==> src/rtl/tanimoto_pkg.sv <==
// Shared definitions for the tanimoto result-stream blocks: ID/pair widths,
// the ID-pair packer state encoding and the idle-counter width helper.
package tanimoto_pkg;

  localparam int unsigned VEC_ID_WIDTH   = 10;
  localparam int unsigned PAIR_WIDTH     = 2 * VEC_ID_WIDTH;
  localparam int unsigned PAIRS_PER_WORD = 512 / PAIR_WIDTH;

  typedef enum logic [1:0] {
    StIdle,
    StFill,
    StFullWait,
    StFlushWait
  } packer_state_e;

  // Bits needed to count from 0 up to timeout inclusive, never less than one.
  function automatic int unsigned idle_cnt_width(input int unsigned timeout);
    return (timeout < 1) ? 1 : $clog2(timeout + 1);
  endfunction

endpackage

==> src/rtl/id_word_out_reg.sv <==
// Output register slice for a packed result word: loads a word plus its pair
// count and holds it on a valid/ready stream until the downstream accepts it.
module id_word_out_reg #(
  parameter int unsigned WIDTH = 512,
  parameter int unsigned CNT_W = 5
) (
  input  logic             clk,
  input  logic             rstn,
  input  logic             load,
  input  logic [WIDTH-1:0] load_word,
  input  logic [CNT_W-1:0] load_pairs,
  input  logic             ready,
  output logic [WIDTH-1:0] word,
  output logic [CNT_W-1:0] pairs,
  output logic             valid
);

  // Load a new word (caller guarantees the slot is free); drop valid on handshake.
  always_ff @(posedge clk or negedge rstn) begin
    if (!rstn) begin
      word  <= '0;
      pairs <= '0;
      valid <= 1'b0;
    end else if (load) begin
      word  <= load_word;
      pairs <= load_pairs;
      valid <= 1'b1;
    end else if (ready) begin
      valid <= 1'b0;
    end
  end

endmodule

==> src/rtl/id_pair_packer.sv <==
// Drains ID pairs from tanimoto_top and packs them LSB-first into BUS_WIDTH-bit
// words, double-buffered behind id_word_out_reg. Partial words leave on i_Flush.
// Optional feature: define ID_PACKER_TIMEOUT_EN to add an idle-timeout flush.
module id_pair_packer #(
  parameter int unsigned BUS_WIDTH      = 512,
  parameter int unsigned VEC_ID_WIDTH   = tanimoto_pkg::VEC_ID_WIDTH,
  parameter int unsigned PAIRS_PER_WORD = BUS_WIDTH / (2 * VEC_ID_WIDTH),
  parameter int unsigned FLUSH_TIMEOUT  = 256
) (
  input  logic                                  clk,
  input  logic                                  rstn,
  input  logic                                  i_IDPair_Ready,
  input  logic [2*VEC_ID_WIDTH-1:0]             i_IDPair_In,
  output logic                                  o_IDPair_Read,
  input  logic                                  i_Flush,
  output logic [BUS_WIDTH-1:0]                  o_Word,
  output logic [$clog2(PAIRS_PER_WORD+1)-1:0]   o_WordPairs,
  output logic                                  o_Valid,
  input  logic                                  i_Ready,
  output logic [31:0]                           o_PairCount
);
  import tanimoto_pkg::*;

  localparam int unsigned PAIR_W = 2 * VEC_ID_WIDTH;
  localparam int unsigned ASM_W  = PAIRS_PER_WORD * PAIR_W;
  localparam int unsigned CNT_W  = $clog2(PAIRS_PER_WORD + 1);
  localparam logic [CNT_W-1:0] CNT_FULL = CNT_W'(PAIRS_PER_WORD);

  logic [ASM_W-1:0]     asm_q, asm_d, asm_merged;
  logic [CNT_W-1:0]     cnt_q, cnt_d, cnt_merged;
  packer_state_e        state_q, state_d;
  logic [31:0]          pair_count_q;
  logic                 out_busy, stall, accept, flush_req, timeout_flush, transfer;
  logic [BUS_WIDTH-1:0] xfer_word;
  logic [CNT_W-1:0]     xfer_pairs;

  assign out_busy = o_Valid & ~i_Ready;
  assign stall    = (cnt_q == CNT_FULL) & out_busy;
  // Read is forced low while reset is asserted so no pair is lost at reset.
  assign accept        = i_IDPair_Ready & ~stall & rstn;
  assign o_IDPair_Read = accept;
  // StFlushWait doubles as the pending-flush flag.
  assign flush_req = i_Flush | timeout_flush | (state_q == StFlushWait);

`ifdef ID_PACKER_TIMEOUT_EN
  localparam int unsigned IDLE_W = idle_cnt_width(FLUSH_TIMEOUT);
  localparam logic [IDLE_W-1:0] IDLE_LAST = IDLE_W'(FLUSH_TIMEOUT - 1);
  logic [IDLE_W-1:0] idle_q;

  assign timeout_flush = (cnt_q != '0) && (idle_q == IDLE_LAST);

  // Count idle cycles since the last accepted pair or word transfer; saturates.
  always_ff @(posedge clk or negedge rstn) begin
    if (!rstn) begin
      idle_q <= '0;
    end else if (accept || transfer) begin
      idle_q <= '0;
    end else if (idle_q != IDLE_LAST) begin
      idle_q <= idle_q + IDLE_W'(1);
    end
  end
`else
  assign timeout_flush = 1'b0;
`endif

  // Place the incoming pair in the next free slot of a not-yet-full word.
  always_comb begin
    asm_merged = asm_q;
    cnt_merged = cnt_q;
    if (accept && (cnt_q != CNT_FULL)) begin
      for (int unsigned i = 0; i < PAIRS_PER_WORD; i++) begin
        if (cnt_q == CNT_W'(i)) asm_merged[i*PAIR_W +: PAIR_W] = i_IDPair_In;
      end
      cnt_merged = cnt_q + CNT_W'(1);
    end
  end

  // Decide on a transfer to the output slice and compute next assembly/state.
  always_comb begin
    transfer   = 1'b0;
    xfer_word  = '0;
    xfer_pairs = '0;
    asm_d      = asm_merged;
    cnt_d      = cnt_merged;
    state_d    = state_q;
    if (cnt_q == CNT_FULL) begin
      // A pair accepted alongside a full word starts the next word.
      if (!out_busy) begin
        transfer   = 1'b1;
        xfer_word  = BUS_WIDTH'(asm_q);
        xfer_pairs = cnt_q;
        asm_d      = accept ? ASM_W'(i_IDPair_In) : '0;
        cnt_d      = CNT_W'(accept);
      end
    end else if (!out_busy &&
                 ((cnt_merged == CNT_FULL) || (flush_req && (cnt_merged != '0)))) begin
      transfer   = 1'b1;
      xfer_word  = BUS_WIDTH'(asm_merged);
      xfer_pairs = cnt_merged;
      asm_d      = '0;
      cnt_d      = '0;
    end
    if (cnt_d == '0) begin
      state_d = StIdle;
    end else if (!transfer && flush_req) begin
      state_d = StFlushWait;
    end else if (cnt_d == CNT_FULL) begin
      state_d = StFullWait;
    end else begin
      state_d = StFill;
    end
  end

  // Assembly register, fill count and FSM state.
  always_ff @(posedge clk or negedge rstn) begin
    if (!rstn) begin
      asm_q   <= '0;
      cnt_q   <= '0;
      state_q <= StIdle;
    end else begin
      asm_q   <= asm_d;
      cnt_q   <= cnt_d;
      state_q <= state_d;
    end
  end

  // Running total of accepted pairs, wrapping at 2^32.
  always_ff @(posedge clk or negedge rstn) begin
    if (!rstn) begin
      pair_count_q <= '0;
    end else if (accept) begin
      pair_count_q <= pair_count_q + 32'd1;
    end
  end

  assign o_PairCount = pair_count_q;

  id_word_out_reg #(
    .WIDTH (BUS_WIDTH),
    .CNT_W (CNT_W)
  ) u_out_reg (
    .clk        (clk),
    .rstn       (rstn),
    .load       (transfer),
    .load_word  (xfer_word),
    .load_pairs (xfer_pairs),
    .ready      (i_Ready),
    .word       (o_Word),
    .pairs      (o_WordPairs),
    .valid      (o_Valid)
  );

endmodule
==> config.mk <==
export PLATFORM = sky130hd
export DESIGN_NAME = id_pair_packer
export DESIGN_NICKNAME = d
export VERILOG_FILES = /design/src/rtl/tanimoto_pkg.sv /design/src/rtl/id_word_out_reg.sv /design/src/rtl/id_pair_packer.sv
export SDC_FILE = /design/constraint.sdc
export NUM_CORES = 2
export LEC_CHECK = 0
export ABC_AREA = 1
export CAP_MARGIN = 5
export CORE_MARGIN = 3
export CORE_UTILIZATION = 50
export DETAILED_ROUTE_END_ITERATION = 10
export PLACE_DENSITY = 0.83
export SETUP_SLACK_MARGIN = 0.2
export SYNTH_ARGS = -nofsm -noshare
export SYNTH_HDL_FRONTEND = slang
export SYNTH_SLANG_ARGS = --single-unit
==> constraint.sdc <==
create_clock -name clk -period 2.7 [get_ports clk]
set_clock_uncertainty 0.2 [all_clocks]
set_input_delay 0.405 -clock clk [delete_from_list [all_inputs] [get_ports clk]]
set_output_delay 0.405 -clock clk [all_outputs]
set_load 0.1 [all_outputs]
==> impl_metrics.csv <==
group,metric,value,unit
setup_path,reg2reg_to,"u_out_reg.word[296]$_DFFE_PN0P_",
logic_synthesis,netlist_area,44000,µm²
timing,hold_violations,0,
grt,grt_max_degree,169,
setup_path,rr_worst_depth,19,
timing,fmax,340,MHz
logic_synthesis,ys.flop_type,"dfrtp_1",
logic_synthesis,ys_ff_latch,1045,
placed_design,port_buffers,563,
floorplan,num_rows,108,
setup_path,critPathMaxStageDelay,0.40,ns
pwr,pwr-share-clk,0.279,
detailed_routing,antenna_left,0,
timing,finalSetupViolations,848,
setup_path,rrSetupSlack,-0.24,ns
timing,min_period,2.94,ns
timing,rsz0062_at_grt,"true",
detailed_routing,drc,0,
placed_design,dp.final_hpwl,93.6,mm
timing,slew_headroom,0.329,
clock_network,clock_path_buffers,3,
setup_path,worstReg2RegStart,"cnt_q[1]$_DFF_PN0_",
flow_run,cap_violations,0,
cells_and_area,fin_util,0.664,
logic_synthesis,synth.most_common_cell,"nand2_1",
floorplan,core,87000,µm²
timing,layout_setup_ws,-0.239,ns
setup_path,cp.required,3.05,ns
logic_synthesis,yosysTopAreaCell,"dfrtp_1",
floorplan,die_area,91500,µm²
grt,grt_pass1_wl,227,mm
setup_path,worstPathMaxFanout,16,
detailed_routing,finalWirelength,153,mm
grt,met1_usage,0.419,
placed_design,pre_cts_ws,-0.529,ns
cells_and_area,syn_to_final_growth,31.4,%
pwr,p_comb_frac,0.394,
timing,worstMarginPinSlew,1.01,ns
cells_and_area,drive_gt1_frac,0.225,
logic_synthesis,synth_cell_types,30,
grt,grt.total_usage,0.324,
grt,antenna_found_initial,8,
grt,overflow,0,
logic_synthesis,ys_warn_count,0,
logic_synthesis,yosysTopAreaCellShare,0.595,
logic_synthesis,synthesis.instances,4709,
floorplan,die_h,303,µm
outcome,status,"complete, but fails checks",
detailed_routing,drtIter0Drc,4052,
grt,use_met2,0.508,
logic_synthesis,netlist_top_cells_count,"nand2_1 (1376), dfrtp_1 (1045), nor2_1 (527), o211ai_1 (302), o21ai_0 (264)",
setup_path,cp_data_arrival_time,3.29,ns
pwr,cellLeakagePower,0.0275,µW
outcome,violations,"setup timing",
placed_design,gp_congestion,0.865,
detailed_routing,drt_pass1_iterations,6,
pwr,sw_frac_of_total,0.390,
hold_path,hold_path_class,"input pin to async pin",
clock_network,clk_pin_slew,0.06,ns
clock_network,cts_root_buf,"clkbuf_16",
pwr,total_power,54800,µW
grt,grt.met3_usage,0.0667,
timing,min_period_over_period,1.09,
grt,busiest_layer,"met2",
logic_synthesis,synth_area_per_cell,9.34,µm²
detailed_routing,avgViaCountPerCell,5.93,
clock_network,clock_sinks,1045,
setup_path,cp-end-kind,"register",
logic_synthesis,synth-edff-count,0,
clock_network,htreeDepth,3,
setup_path,startpoint_type,"register",
pwr,power.sequential.fraction,0.327,
logic_synthesis,async_flop_share,1.00,
logic_synthesis,yosysSeqAreaShare,0.595,
timing,maxSlewViolCount,0,
clock_network,cts_buffers,104,
floorplan,ios,576,
detailed_routing,wire_per_inst,23.2,µm
detailed_routing,num_vias,39200,
pwr,vdd_ir_drop_max,1210,µV
logic_synthesis,synthTopCellsByArea,"dfrtp_1 (59%), nand2_1 (12%), o211ai_1 (5.2%)",
grt,grt_pass1_vias,38200,
pwr,p_int,33400,µW
setup_path,crit_type,"register to register",
setup_path,crit_slowest_cell,"dfrtp_1",
pwr,p_per_area,948,nW/µm²
cells_and_area,fin_nets,5396,
floorplan,initial_core_util,0.505,
clock_network,cts_tree,"done",
setup_path,crit_path_cell_trace,"buf_6 > ha_4 > inv_4 > nor2_4 > ha_4 > nand3_2 > nand2_2 > nand2_1 > nor2_1 > nand2_1 > nand2_2 > nand2_4 > buf_6 > o21ai_4 > buf_6 > clkbuf_16 > clkbuf_16 > nand2_1 > o211ai_1",
pwr,p_sw,21400,µW
floorplan,die_w,303,µm
clock_network,clock_latency,0.66,ns
critical path: cells and delay by family, from the launching register on:
kind / cells / cell delay (ns)
AND/OR/NAND/NOR: 9 / 0.65
AO/OA/AOI/OAI: 2 / 0.27
adder cells (fa/ha/maj): 2 / 0.43
flip-flops: 1 / 0.40
buffers and inverters: 6 / 0.89
kinds of logic (layout without fill, tap and decap cells):
group | after synthesis | after routing | share of synthesized area
other | 1 | 20 | 0.0000853
adder cells (fa/ha/maj) | 6 | 6 | 0.00171
XOR/XNOR | 32 | 32 | 0.00637
flip-flops | 1045 | 1045 | 0.595
AO/OA/AOI/OAI | 1032 | 1032 | 0.166
AND/OR/NAND/NOR | 1952 | 1952 | 0.169
buffers and inverters | 641 | 1368 | 0.0617
registers in the layout, summed over array words and instances (netlist names):
name,cells
asm_q,500
u_out_reg.word,500
o_PairCount,32
cnt_q,5
u_out_reg.pairs,5
state_q,2
u_out_reg.valid,1
final cells by class:
type	instances	area, µm²
diodes	8	20.0
clock buffers	145	3050
clock inverters	43	568
fillers	6232	29300
inverters	263	1000
multi-input cells	3034	15800
flip-flops and latches	1045	26200
well taps	1155	1450
repair buffers	917	9690
cell usage in the layout (no fill, tap or decap), types with 102 or more instances in the layout:
cell type / synthesis / routed
buf_12: 0 / 102
buf_4: 36 / 694
clkbuf_16: 0 / 118
dfrtp_1: 1045 / 1043
inv_1: 258 / 255
nand2_1: 1376 / 1332
nor2_1: 527 / 447
o211ai_1: 302 / 302
o21a_1: 239 / 239
o21ai_0: 264 / 263
o221ai_1: 201 / 193
worst max path at each step:
stage / endpoint / from / cells past startpoint
after detailed placement: u_out_reg.word[477]$_DFFE_PN0P_ / i_IDPair_Ready / 15
after global routing: u_out_reg.word[296]$_DFFE_PN0P_ / cnt_q[1]$_DFF_PN0_ / 19
final: u_out_reg.word[296]$_DFFE_PN0P_ / cnt_q[1]$_DFF_PN0_ / 19
after floorplan: o_PairCount[29]$_DFFE_PN0N_ / cnt_q[1]$_DFF_PN0_ / 15
after global placement: u_out_reg.word[457]$_DFFE_PN0P_ / i_IDPair_Ready / 15
after CTS: o_IDPair_Read / cnt_q[1]$_DFF_PN0_ / 11
stage by stage:
stage | hold WS [ns] | instance area (µm²) | std cells | TNS, ns
after floorplan | -0.0906 | 44100 | 4720 | -0.646
after global placement | 0.257 | 51400 | 6317 | -462.57
after detailed placement | 0.265 | 51400 | 6317 | -435.93
after CTS | 0.222 | 57000 | 6580 | -113.94
after global routing | 0.246 | 57700 | 6606 | -203.15
final | 0.242 | 57800 | 6610 | -94.33
timing repair:
action | CTS | global route
hold buffers | 1 | 0
hold endpoints to repair | 422 | 0
setup buffers | 38 | 10
resized for setup | 149 | 109
pin swaps | 19 | 19
endpoints found under the setup margin | 1027 | 1033
gates cloned | 36 | 12
power groups by stage:
stage                     logic, µW  registers, µW  clock network [µW]
after floorplan                5830          23200                   0
after global placement        16900          18100                   0
after detailed placement      17100          18100                   0
after CTS                     20300          17800               15400
after global routing          22500          18000               16000
final                         21600          17900               15300
layer usage:
metal	share of wire	vias to the layer above
met4	0.066	2
met2	0.47	2306
met1	0.37	19300
met5	0.000085	-
li1	-	17000
met3	0.10	543
(Power assumes the default switching activity.)
